`src/rtl/bundle_beat_serializer_pkg.sv`:
```
// Shared widths, chunk offsets and FSM encoding for the bundle beat serializer.
package bundle_beat_serializer_pkg;

    localparam int unsigned WORD_W = 126;
    localparam int unsigned BEAT_W = 52;
    localparam int unsigned C1_W   = 42;
    localparam int unsigned C2_W   = 32;
    localparam int unsigned IDX_W  = 2;

    localparam int unsigned C0_LSB = 0;
    localparam int unsigned C1_LSB = 52;
    localparam int unsigned C2_LSB = 94;

    typedef enum logic {
        IDLE = 1'b0,
        SEND = 1'b1
    } state_t;

endpackage

```
`src/rtl/bundle_chunk_mux.sv`:
```
// Selects one chunk of the held word and zero-extends it to a full beat.
module bundle_chunk_mux
    import bundle_beat_serializer_pkg::*;
(
    input  logic [WORD_W-1:0] word,
    input  logic [IDX_W-1:0]  idx,
    output logic [BEAT_W-1:0] chunk
);

    always_comb begin
        chunk = '0;
        case (idx)
            2'd0:    chunk                = word[C0_LSB +: BEAT_W];
            2'd1:    chunk[C1_W-1:0]      = word[C1_LSB +: C1_W];
            2'd2:    chunk[C2_W-1:0]      = word[C2_LSB +: C2_W];
            default: chunk                = '0;
        endcase
    end

endmodule

```
`src/rtl/bundle_beat_serializer.sv`:
```
// Serializes a 126-bit group-vector word into three beats with a completed-word counter.
module bundle_beat_serializer
    import bundle_beat_serializer_pkg::*;
#(
    parameter int unsigned REVERSE = 0,
    parameter int unsigned CNT_W   = 16
) (
    input  logic              clock,
    input  logic              reset_n,
    input  logic              in_valid,
    output logic              in_ready,
    input  logic [WORD_W-1:0] in_data,
    input  logic              abort,
    output logic              out_valid,
    input  logic              out_ready,
    output logic [BEAT_W-1:0] out_data,
    output logic [IDX_W-1:0]  out_idx,
    output logic              out_last,
    output logic              busy,
    output logic [CNT_W-1:0]  words_done
);

    localparam logic [IDX_W-1:0] FIRST_IDX = (REVERSE != 0) ? 2'd2 : 2'd0;
    localparam logic [IDX_W-1:0] LAST_IDX  = (REVERSE != 0) ? 2'd0 : 2'd2;

    state_t              state_q, state_d;
    logic [WORD_W-1:0]   hold_q, hold_d;
    logic [IDX_W-1:0]    idx_q, idx_d;
    logic [CNT_W-1:0]    cnt_q, cnt_d;
    logic [BEAT_W-1:0]   chunk;

    bundle_chunk_mux u_chunk_mux (
        .word  (hold_q),
        .idx   (idx_q),
        .chunk (chunk)
    );

    always_ff @(posedge clock or negedge reset_n) begin
        if (!reset_n) begin
            state_q <= IDLE;
            hold_q  <= '0;
            idx_q   <= '0;
            cnt_q   <= '0;
        end else begin
            state_q <= state_d;
            hold_q  <= hold_d;
            idx_q   <= idx_d;
            cnt_q   <= cnt_d;
        end
    end

    always_comb begin
        state_d   = state_q;
        hold_d    = hold_q;
        idx_d     = idx_q;
        cnt_d     = cnt_q;
        in_ready  = 1'b0;
        out_valid = 1'b0;
        out_data  = '0;
        out_idx   = '0;
        out_last  = 1'b0;
        busy      = 1'b0;

        case (state_q)
            IDLE: begin
                in_ready = !abort;
                if (in_valid && !abort) begin
                    hold_d  = in_data;
                    idx_d   = FIRST_IDX;
                    state_d = SEND;
                end
            end
            SEND: begin
                out_valid = 1'b1;
                busy      = 1'b1;
                out_data  = chunk;
                out_idx   = idx_q;
                out_last  = (idx_q == LAST_IDX);
                if (out_ready && !abort) begin
                    if (out_last) begin
                        // Final beat frees the holder this cycle, so a waiting word loads with no bubble.
                        in_ready = 1'b1;
                        cnt_d    = cnt_q + CNT_W'(1);
                        if (in_valid) begin
                            hold_d = in_data;
                            idx_d  = FIRST_IDX;
                        end else begin
                            state_d = IDLE;
                        end
                    end else if (REVERSE != 0) begin
                        idx_d = idx_q - 2'd1;
                    end else begin
                        idx_d = idx_q + 2'd1;
                    end
                end
            end
            default: state_d = IDLE;
        endcase

        if (abort) begin
            state_d = IDLE;
            hold_d  = '0;
        end
    end

    assign words_done = cnt_q;

endmodule

```
`config.mk`:
```
export PLATFORM = sky130hd
export DESIGN_NAME = bundle_beat_serializer
export DESIGN_NICKNAME = d
export VERILOG_FILES = /design/src/rtl/bundle_beat_serializer_pkg.sv /design/src/rtl/bundle_chunk_mux.sv /design/src/rtl/bundle_beat_serializer.sv
export SDC_FILE = /design/constraint.sdc
export NUM_CORES = 1
export LEC_CHECK = 0
export ABC_AREA = 1
export BUFFER_PORTS_ARGS = -buffer_cell sky130_fd_sc_hd__buf_2
export CELL_PAD_IN_SITES_DETAIL_PLACEMENT = 0
export CELL_PAD_IN_SITES_GLOBAL_PLACEMENT = 1
export CORE_MARGIN = 2
export CORE_UTILIZATION = 34
export CTS_CLUSTER_SIZE = 12
export DETAILED_ROUTE_END_ITERATION = 10
export GPL_ROUTABILITY_DRIVEN = 0
export PLACE_DENSITY_LB_ADDON = 0.1
export SLEW_MARGIN = 15
export SYNTH_ARGS = -nofsm -noshare
export SYNTH_HDL_FRONTEND = slang
export SYNTH_SLANG_ARGS = --single-unit
```
`constraint.sdc`:
```
create_clock -name clock -period 1.7 [get_ports clock]
set_clock_uncertainty 0.05 [all_clocks]
set_input_delay 0.34 -clock clock [delete_from_list [all_inputs] [get_ports clock]]
set_output_delay 0.34 -clock clock [all_outputs]
set_load 0.03 [all_outputs]
```
==> results of run 1 <==
==> worst max-delay path: cells and delay by family (launching register included) <==
kind | cells | cell delay [ns]
buffers and inverters | 6 | 0.66
flip-flops | 1 | 0.39
AND/OR/NAND/NOR | 4 | 0.32
==> metrics by stage <==
stage	utilization	cells	hold WS, ns	setup slack, ns
6_report	0.613	1531	0.0713	-0.487
4_1_cts	0.497	1472	0.0729	-0.459
3_5_place_dp	0.429	1421	0.189	-0.141
2_1_floorplan	-	967	-0.00559	0.00654
5_1_grt	0.613	1529	0.0698	-0.560
3_3_place_gp	0.429	1421	0.192	-0.0953
==> layout make-up <==
| cell class | count | area share |
|---|---|---|
| Timing Repair Buffer | 323 | 0.266 |
| Sequential cell | 145 | 0.282 |
| Multi-Input combinational cell | 690 | 0.354 |
| Clock buffer | 19 | 0.0344 |
| Inverter | 63 | 0.0203 |
| Clock inverter | 12 | 0.0159 |
| Timing Repair inverter | 1 | 0.000873 |
| Antenna cell | 3 | 0.000582 |
| Tap cell | 275 | 0.0267 |
==> state kept, by name, summed over array words and instances (netlist names) <==
name / count
hold_q: 126
words_done: 16
idx_q: 2
state_q: 1
==> Yosys cell counts (all sizes together) <==
| master | count |
|---|---|
| nor3 | 3 |
| o21ai | 6 |
| clkbuf | 25 |
| clkinv | 1 |
| dfrtp | 145 |
| xor2 | 4 |
| nand4 | 5 |
| nand3 | 301 |
| buf | 47 |
| nand3b | 4 |
| xnor2 | 2 |
| nand2 | 330 |
| inv | 62 |
| ha | 1 |
| nor2 | 31 |
==> placed cells by master (no fill, tap or decap), drive strengths merged <==
cell / count
buf: 295
clkinvlp: 2
o21ai: 6
nand3: 301
bufinv: 5
clkbuf: 46
dfrtp: 145
nand4: 5
diode: 3
clkinv: 3
ha: 1
xnor2: 2
xor2: 4
nand3b: 4
nor3: 3
nor2: 31
dlygate4sd3: 1
inv: 66
nand2: 333
==> power groups by stage <==
stage | Combinational (uW) | Sequential, uW | Clock, uW
floorplan | 1360 | 4000 | 0
global placement | 2470 | 4000 | 0
detailed placement | 2490 | 4000 | 0
CTS | 3110 | 3950 | 4270
global route | 4560 | 4080 | 4440
finish | 4320 | 4040 | 4230
==> cell families after synthesis <==
| group | after synthesis |
|---|---|
| xor+xnor | 6 |
| simple gates | 674 |
| flops | 145 |
| fa+ha+maj | 1 |
| compound gates | 6 |
| buf+inv | 135 |
==> layer usage <==
layer,part of all wire,vias up,track usage,routed length (um)
met2,0.47,252,0.328,14000
met5,0.00091,-,0,27
li1,-,3700,-,-
met4,0.018,4,0.0561,528
met1,0.45,3831,0.321,13500
met3,0.058,49,0.0464,1740
==> final timing paths <==
path                                            startpoint                    endpoint  slack (ns)
worst max-delay path                  idx_q[1]$_DFFE_PN0P_                out_data[22]       -0.49
worst min-delay path                           in_data[44]      hold_q[44]$_DFFE_PN0P_        0.07
worst max register to register        idx_q[1]$_DFFE_PN0P_       hold_q[0]$_DFFE_PN0P_       -0.28
worst min register to register  words_done[15]$_DFFE_PN0P_  words_done[15]$_DFFE_PN0P_        0.44
max in group asynchronous                          reset_n      hold_q[85]$_DFFE_PN0P_        0.74
min in group asynchronous                          reset_n   words_done[2]$_DFFE_PN0P_        0.30
==> timing repair <==
action	in CTS	in global routing
endpoints found under the setup margin	58	196
endpoints found under the hold margin	24	0
gates resized for setup	186	339
hold buffers	1	0
cloned	4	46
buffers inserted	15	12
pin swaps	11	155
==> metrics.txt, run 1 <==
DR pass1 iterations 6; die height 150 um; core area approximately 21000 sq um; GRT Total Usage 0.219; proportion of netlist area held by the largest area contributor 0.500; clk slew on worst S/H paths 0.07 ns; CP max FO 6; Simple-Gate Fraction of Synth Area 0.407; Filler cells 1873; Synth Cell Area about 7300 sq um; mux contribution to synthesized area 0; Unique masters post-synth 23; Setup CP Type register to primary output; Detail Route Antenna Nets 0; largest family of logic cells by synthesized area simple AND/OR/NAND/NOR gates; sw power between 4000 and 5000 uW; Via-to-Cell Ratio between 5 and 6; RSZ-0062 raised after global routing true; total grt overflow 0; failing checks setup timing; worst-margin pin slew 0.951 ns; IO buf count 204; leading area contributor after synthesis dfrtp_1; post-synthesis register bit count 145; Die Wd 150 um; setup ws final -0.487 ns; Layout area overhead 77.5%; Syn Nets between 1000 and 1500; layout cell share with drive strength beyond 1 0.541; Design Power between 10000 and 15000 uW; Hold Vio Cnt, Final 0; setup TNS -51.19 ns; leakage power 0.00676 uW; Final Cell Area 12900 sq um; DRC violation total after the first TritonRoute iteration 383; Final setup viols 184; vias in the first global route 7027; Worst EP required 1.31 ns; share of power burned in registers 0.321; area of the multi-input gates approximately 4600 sq um; I/O Pins 205; CTS H-tree lvls 4; Relative slew margins 0.366; die area 22500 sq um; FMAX 0.457 GHz; CTS sink count 145; power per cell area between 900 and 1000 nW/um^2; final net count 1373; CP cell instances buf_6 -> inv_4 -> nor2_4 -> buf_6 -> clkbuf_16 -> nand2_2 -> nand3_2 -> nand2_1 -> inv_1 -> buf_6; Synth Area in XOR/XNOR 0.00724; routed wire length per instance 19.5 um; largest net degree at the start of global routing 128; clock latency on the worst-skew pair 0.43 ns; CP max stage cell dfrtp_1; Mapped Avg Cell Area between 7 and 8 sq um; max-cap viol count 0; reg2reg path depth 13; Placed Area 9010 sq um; vias post-DR 7836; Worst Hold Depth 3; fin crit share 1.29; max-slew violations 0; Cell Int Power around 8400 uW; minimum clock period 2.19 ns; Max clock buf depth 2; Net Sw Frac 0.333; DP HPWL about 16000 um; drt drc 0; crit path DAT 1.80 ns; Max rail drop VDD 0.803 mV; outcome finished with violations; Cell Rows 53; Synth Area in Adders 0.00172; Mapped Cells roughly 970; Routed WL 29800 um; first-pass GRT wire length around 38000 um; Compound-Gate Fraction of Synth Area 0.00414; part of the power in the clock network 0.336; endpoint class of the critical path primary output; Starting Density 0.345; Syn. warnings 0; largest cells by area after synthesis dfrtp_1, nand3_1, nand2_1; root buffer cell clkbuf_16; CP most frequent cell buf_6; CP Launch Type register; Reg area 3630 sq um; Comb pwr share 0.343; initial antenna violation count 5; CTS tree yes; sequential area share after synthesis 0.500; hold crit path type input port to register; CTS buffer count 17; slowest stage delay, CP 0.39 ns
Power figures use the tool's default switching activity.
==> run 2, diff against run 1 <==
--- a/config.mk
+++ b/config.mk
@@ -15,6 +15,7 @@
 export DETAILED_ROUTE_END_ITERATION = 10
 export GPL_ROUTABILITY_DRIVEN = 0
 export PLACE_DENSITY_LB_ADDON = 0.1
+export SKIP_CTS_REPAIR_TIMING = 1
 export SLEW_MARGIN = 15
 export SYNTH_ARGS = -nofsm -noshare
 export SYNTH_HDL_FRONTEND = slang
==> run 2 against run 1 <==
  * The run still ends with setup timing left
  * Clock-buffer cell count is the same
  * Non-clock buffer count shrank 14
  * Die area unchanged
  * Worst hold slack better by 0.0061 ns
  * Fmax up 1.1%
  * Global-route usage shrank 0.97 points
==> metrics.txt, run 2 (same netlist as run 1, synthesis figures left out) <==
outcome finished with violations (unchanged); failing checks setup timing (unchanged); clock latency on the worst-skew pair 0.43 ns (about the same); Routed WL 29000 um (was 29800 um); Via-to-Cell Ratio 5.12 (about the same); Max clock buf depth 2 (unchanged); total grt overflow 0 (unchanged); most frequent cells in the layout nand2_1, nand3_2, buf_2 (unchanged); IO buf count 204 (unchanged); GRT met2 Usage 0.307 (was 0.328); slowest stage delay, CP 0.46 ns (was 0.39 ns); initial antenna violation count 5 (unchanged); Detail Route Antenna Nets 0 (unchanged); DP HPWL 15900 um (unchanged); RR Endpoint hold_q[74]$_DFFE_PN0P_ (was hold_q[0]$_DFFE_PN0P_); vias post-DR 7761 (was 7836); routed wire length per instance 19.1 um (was 19.5 um); max-cap viol count 0 (unchanged); Cell Rows 53 (unchanged); power per cell area 970 nW/um^2 (was 977 nW/um^2); leakage power 0.00626 uW (was 0.00676 uW); layer with the highest usage met1 (was met2); Relative slew margins 0.379 (was 0.366); Layout area overhead 67.8% (was 77.5%); Setup CP Type register to primary output (unchanged); CTS buffer count 17 (unchanged); Die Wd 150 um (unchanged); Reg with most FFs hold_q (unchanged); CP max FO 10 (was 6); CP most frequent cell nand2_1 (was buf_6); Hold Crit Start in_data[121] (was in_data[44]); crit path DAT 1.77 ns (was 1.80 ns); CP Launch Type register (unchanged); Inst Count DP 1421 (unchanged); Placed Area 9010 sq um (unchanged); RSZ-0062 raised after global routing true (unchanged); reg2reg path depth 10 (was 13); die area 22500 sq um (unchanged); CTS sink count 145 (unchanged); Hold Vio Cnt, Final 0 (unchanged); setup ws final -0.464 ns (was -0.487 ns); Layout Cells excl Fill 1517 (was 1531); Largest delay share family, worst path buffers and inverters (unchanged); Worst Hold Depth 3 (unchanged); minimum clock period 2.16 ns (was 2.19 ns); I/O Pins 205 (unchanged); vias in the first global route 6778 (was 7027); CTS tree yes (unchanged); Final Cell Area 12200 sq um (was 12900 sq um); root buffer cell clkbuf_16 (unchanged); GR Util met3 0.0400 (was 0.0464); max FFs per register 126 (unchanged); clk slew on worst S/H paths 0.06 ns (was 0.07 ns); final net count 1359 (was 1373); setup TNS -35.87 ns (was -51.19 ns); endpoint class of the critical path primary output (unchanged); max-slew violations 0 (unchanged); Starting Density 0.345 (unchanged); hold endpoint hold_q[121]$_DFFE_PN0P_ (was hold_q[44]$_DFFE_PN0P_); Final setup viols 185 (was 184); commonest non-fill, non-tap cell in the layout nand2_1 (unchanged); Design Power 11800 uW (was 12600 uW); CP cell instances nand2_1 -> inv_2 -> nand2_1 -> clkinvlp_4 -> nand2_1 -> nand2_1 -> clkbuf_4 (was buf_6 -> inv_4 -> nor2_4 -> buf_6 -> clkbuf_16 -> nand2_2 -> nand3_2 -> nand2_1 -> inv_1 -> buf_6); CTS H-tree lvls 4 (unchanged); reg2reg setup slack -0.15 ns (was -0.28 ns); FMAX 0.462 GHz (was 0.457 GHz); worst-margin pin slew 0.931 ns (was 0.951 ns); die height 150 um (unchanged); DRC violation total after the first TritonRoute iteration 428 (was 383); Worst EP required 1.31 ns (about the same); fin crit share 1.27 (was 1.29); largest net degree at the start of global routing 128 (unchanged); GRT Total Usage 0.209 (was 0.219); drt drc 0 (unchanged); CP max stage cell dfrtp_2 (was dfrtp_1); M1 GR Usage 0.311 (was 0.321); layout cell share with drive strength beyond 1 0.454 (was 0.541); hold crit path type input port to register (unchanged); Critical path buffers and inverters 3 (was 6); core area 21000 sq um (unchanged); Max rail drop VDD 0.667 mV (was 0.803 mV); DR pass1 iterations 5 (was 6); R2R Path Start state_q$_DFF_PN0_ (was idx_q[1]$_DFFE_PN0P_); first-pass GRT wire length 36700 um (was 38400 um)
[run 2: metal layers]
| metal | vias to the layer above | part of all wire |
|---|---|---|
| met2 | 269 | 0.47 |
| li1 | 3679 | - |
| met4 | 4 | 0.019 |
| met5 | - | 0.00093 |
| met3 | 47 | 0.060 |
| met1 | 3762 | 0.45 |
[run 2: cell type report]
| class | instances | area (sq um) |
|---|---|---|
| antenna | 3 | 7.51 |
| clock buffer | 19 | 443 |
| clock inverter | 12 | 205 |
| fill | 1962 | 8830 |
| inverter | 63 | 245 |
| multi-input combinational | 691 | 4210 |
| sequential | 145 | 3630 |
| tap | 275 | 344 |
| timing repair buffer | 309 | 3100 |
[run 2: where the power goes]
group          total [uW]  internal (uW)  switching (uW)
combinational        3610           1580            2030
clock                4220           2650            1570
sequential           4000           3760             239
total               11800           7980            3840
[run 2: worst reg2reg max path: stages, from the launching register on]
cell,delay (ns)
dfrtp_2,0.44
buf_6,0.13
buf_8,0.13
clkbuf_16,0.16
buf_6,0.12
o21ai_4,0.08
buf_12,0.19
nand2_8,0.12
clkbuf_16,0.20
nand3_2,0.06
nand2_1,0.07
[run 2: how the worst max path moves through the flow]
stage	start	end	slack, ns	cells after the start
after detailed placement	idx_q[0]$_DFFE_PN0P_	out_data[35]	-0.14	7
after global placement	idx_q[0]$_DFFE_PN0P_	out_data[33]	-0.1	7
after floorplan	idx_q[0]$_DFFE_PN0P_	out_data[32]	0.007	4
after CTS	idx_q[0]$_DFFE_PN0P_	out_data[35]	-0.60	7
final	idx_q[0]$_DFFE_PN0P_	out_data[36]	-0.46	7
after global routing	idx_q[1]$_DFFE_PN0P_	out_data[24]	-0.58	8
[run 2: metrics by stage]
stage                     setup slack (ns)   util  hold slack [ns]
after floorplan                    0.00654      -         -0.00559
after detailed placement            -0.141  0.429            0.189
after CTS                           -0.603  0.460           -0.268
final                               -0.464  0.580           0.0774
after global routing                -0.576  0.580           0.0781
after global placement             -0.0953  0.429            0.192
==> run 3, diff against run 2 <==
--- a/config.mk
+++ b/config.mk
@@ -20,3 +20,4 @@
 export SYNTH_ARGS = -nofsm -noshare
 export SYNTH_HDL_FRONTEND = slang
 export SYNTH_SLANG_ARGS = --single-unit
+export TNS_END_PERCENT = 1
==> run 3 against run 2 <==
  * The flow still finishes with violations (setup timing)
  * Register-to-register slack better by 0.07 ns
  * First-iteration DRC count decreased by 13%
  * Combinational power down 19%
  * Sequential share of layout area is 5.6 points higher
  * Global-route usage decreased by 0.75 points
==> metrics.txt, run 3 (same netlist as run 1, synthesis figures left out) <==
max-cap viol count 0 (unchanged); DRC violation total after the first TritonRoute iteration 373 (was 428); Max clock buf depth 2 (unchanged); routed wire length per instance 15.9 um (was 19.1 um); DP HPWL 15200 um (was 15900 um); Max rail drop VDD 0.678 mV (was 0.667 mV); part of the power in the clock network 0.356 (was 0.357); DR pass1 iterations 4 (was 5); clock latency on the worst-skew pair 0.42 ns (was 0.43 ns); final net count 1296 (was 1359); FMAX 0.459 GHz (was 0.462 GHz); CTS buffer count 17 (unchanged); power per cell area 1040 nW/um^2 (was 970 nW/um^2); Relative slew margins 0.584 (was 0.379); Comb pwr share 0.272 (was 0.305); GRT Total Usage 0.201 (was 0.209); drt drc 0 (unchanged); Hold Vio Cnt, Final 0 (unchanged); clk slew on worst S/H paths 0.06 ns (about the same); first-pass GRT wire length 35600 um (was 36700 um); CTS H-tree lvls 4 (unchanged); Reg area 3630 sq um (unchanged); die height 150 um (unchanged); outcome finished with violations (unchanged); CP max FO 8 (was 10); Layout area overhead 41.1% (was 67.8%); Cell Rows 53 (unchanged); worst-margin pin slew 0.624 ns (was 0.931 ns); Via-to-Cell Ratio 4.91 (was 5.12); Inst Count DP 1415 (was 1421); most frequent cells in the layout nand2_1, nand3_1, buf_2 (was nand2_1, nand3_2, buf_2); Hold WS 0.0840 ns (was 0.0774 ns); root buffer cell clkbuf_16 (unchanged); Die Wd 150 um (unchanged); Detail Route Antenna Nets 0 (unchanged); Net Sw Frac 0.327 (was 0.325); Reg with most FFs hold_q (unchanged); area of the multi-input gates 3380 sq um (was 4210 sq um); CP Launch Type register (unchanged); Worst EP required 1.31 ns (about the same); commonest non-fill, non-tap cell in the layout nand2_1 (unchanged); Layout Cells excl Fill 1451 (was 1517); failing checks setup timing (unchanged); max-slew violations 0 (unchanged); fin crit share 1.28 (was 1.27); largest net degree at the start of global routing 128 (unchanged); vias in the first global route 6807 (was 6778); hold crit path type input port to register (unchanged); Filler cells 2162 (was 1962); I/O Pins 205 (unchanged); vias post-DR 7119 (was 7761); core area 21000 sq um (unchanged); max FFs per register 126 (unchanged); CTS tree yes (unchanged); minimum clock period 2.18 ns (was 2.16 ns); initial antenna violation count 3 (was 5); total grt overflow 0 (unchanged); post-place setup slack -0.0970 ns (was -0.141 ns); layout cell share with drive strength beyond 1 0.323 (was 0.454); share of power burned in registers 0.372 (was 0.338); leakage power 0.00570 uW (was 0.00626 uW); setup ws final -0.480 ns (was -0.464 ns); Starting Density 0.345 (unchanged); CTS sink count 145 (unchanged); Setup CP Type register to primary output (unchanged); sw power 3500 uW (was 3840 uW); ANT cells 0 (was 3); RSZ-0062 raised after global routing true (unchanged); crit path DAT 1.79 ns (was 1.77 ns); die area 22500 sq um (unchanged); Cell Int Power 7190 uW (was 7980 uW); endpoint class of the critical path primary output (unchanged); Final setup viols 184 (was 185); Routed WL 23100 um (was 29000 um); IO buf count 204 (unchanged)
-- run 3: cell count changes in the layout (fill, tap and decap cells not counted), moves of 14 or more --
cell | previous run | this run
nand3_1 | 132 | 278
nand3_2 | 162 | 23
clkbuf_16 | 45 | 20
nand2_1 | 314 | 296
nand2_2 | 13 | 31
buf_6 | 44 | 59
buf_8 | 19 | 5
-- run 3: power by group through the flow --
| stage | Clock, uW | Combinational (uW) | Sequential, uW |
|---|---|---|---|
| 2_1_floorplan | 0 | 1350 | 4000 |
| 3_3_place_gp | 0 | 2390 | 4020 |
| 3_5_place_dp | 0 | 2410 | 4010 |
| 4_1_cts | 3900 | 2410 | 3960 |
| 5_1_grt | 4040 | 3160 | 4010 |
| 6_report | 3810 | 2910 | 3970 |
-- run 3: stage by stage --
stage,instance area (sq um),util,TNS [ns],total power (uW)
floorplan,7360,-,-2.81,5350
global placement,8940,0.426,-7.90,6410
detailed placement,8940,0.426,-9.58,6420
CTS,9540,0.454,-37.78,10300
global route,10200,0.488,-43.85,11200
finish,10200,0.488,-28.24,10700
-- run 3: path summary, 6_finish.rpt --
path	startpoint	endpoint	slack [ns]	depth (start not counted)
min in group asynchronous	reset_n	words_done[2]$_DFFE_PN0P_	0.41	3
worst max register to register	idx_q[0]$_DFFE_PN0P_	hold_q[104]$_DFFE_PN0P_	-0.08	9
worst min-delay path	in_data[46]	hold_q[46]$_DFFE_PN0P_	0.08	3
worst max-delay path	idx_q[1]$_DFFE_PN0P_	out_data[12]	-0.48	9
worst min register to register	words_done[15]$_DFFE_PN0P_	words_done[15]$_DFFE_PN0P_	0.44	2
max in group asynchronous	reset_n	idx_q[0]$_DFFE_PN0P_	0.72	3
-- run 3: area by class of cell --
class / instances / share of cell area
clock buffer: 18 / 0.0429
clock inverter: 13 / 0.0151
inverter: 63 / 0.0233
multi-input combinational: 687 / 0.330
sequential: 145 / 0.354
tap: 275 / 0.0336
timing repair buffer: 250 / 0.201
-- run 3: critical path, stage by stage (launching register included) --
cell and delay, ns:
dfrtp_1 0.42, buf_6 0.14, nor2_4 0.11, buf_12 0.17
clkbuf_16 0.17, nand2_2 0.05, nand3_2 0.06, nand2_1 0.05
inv_1 0.06, buf_6 0.12
-- run 3: metal layers --
metal	GRT usage	wire length (um)
met1	0.288	10900
met5	0	23
met3	0.0433	1240
met2	0.315	10800
met4	0.0434	146
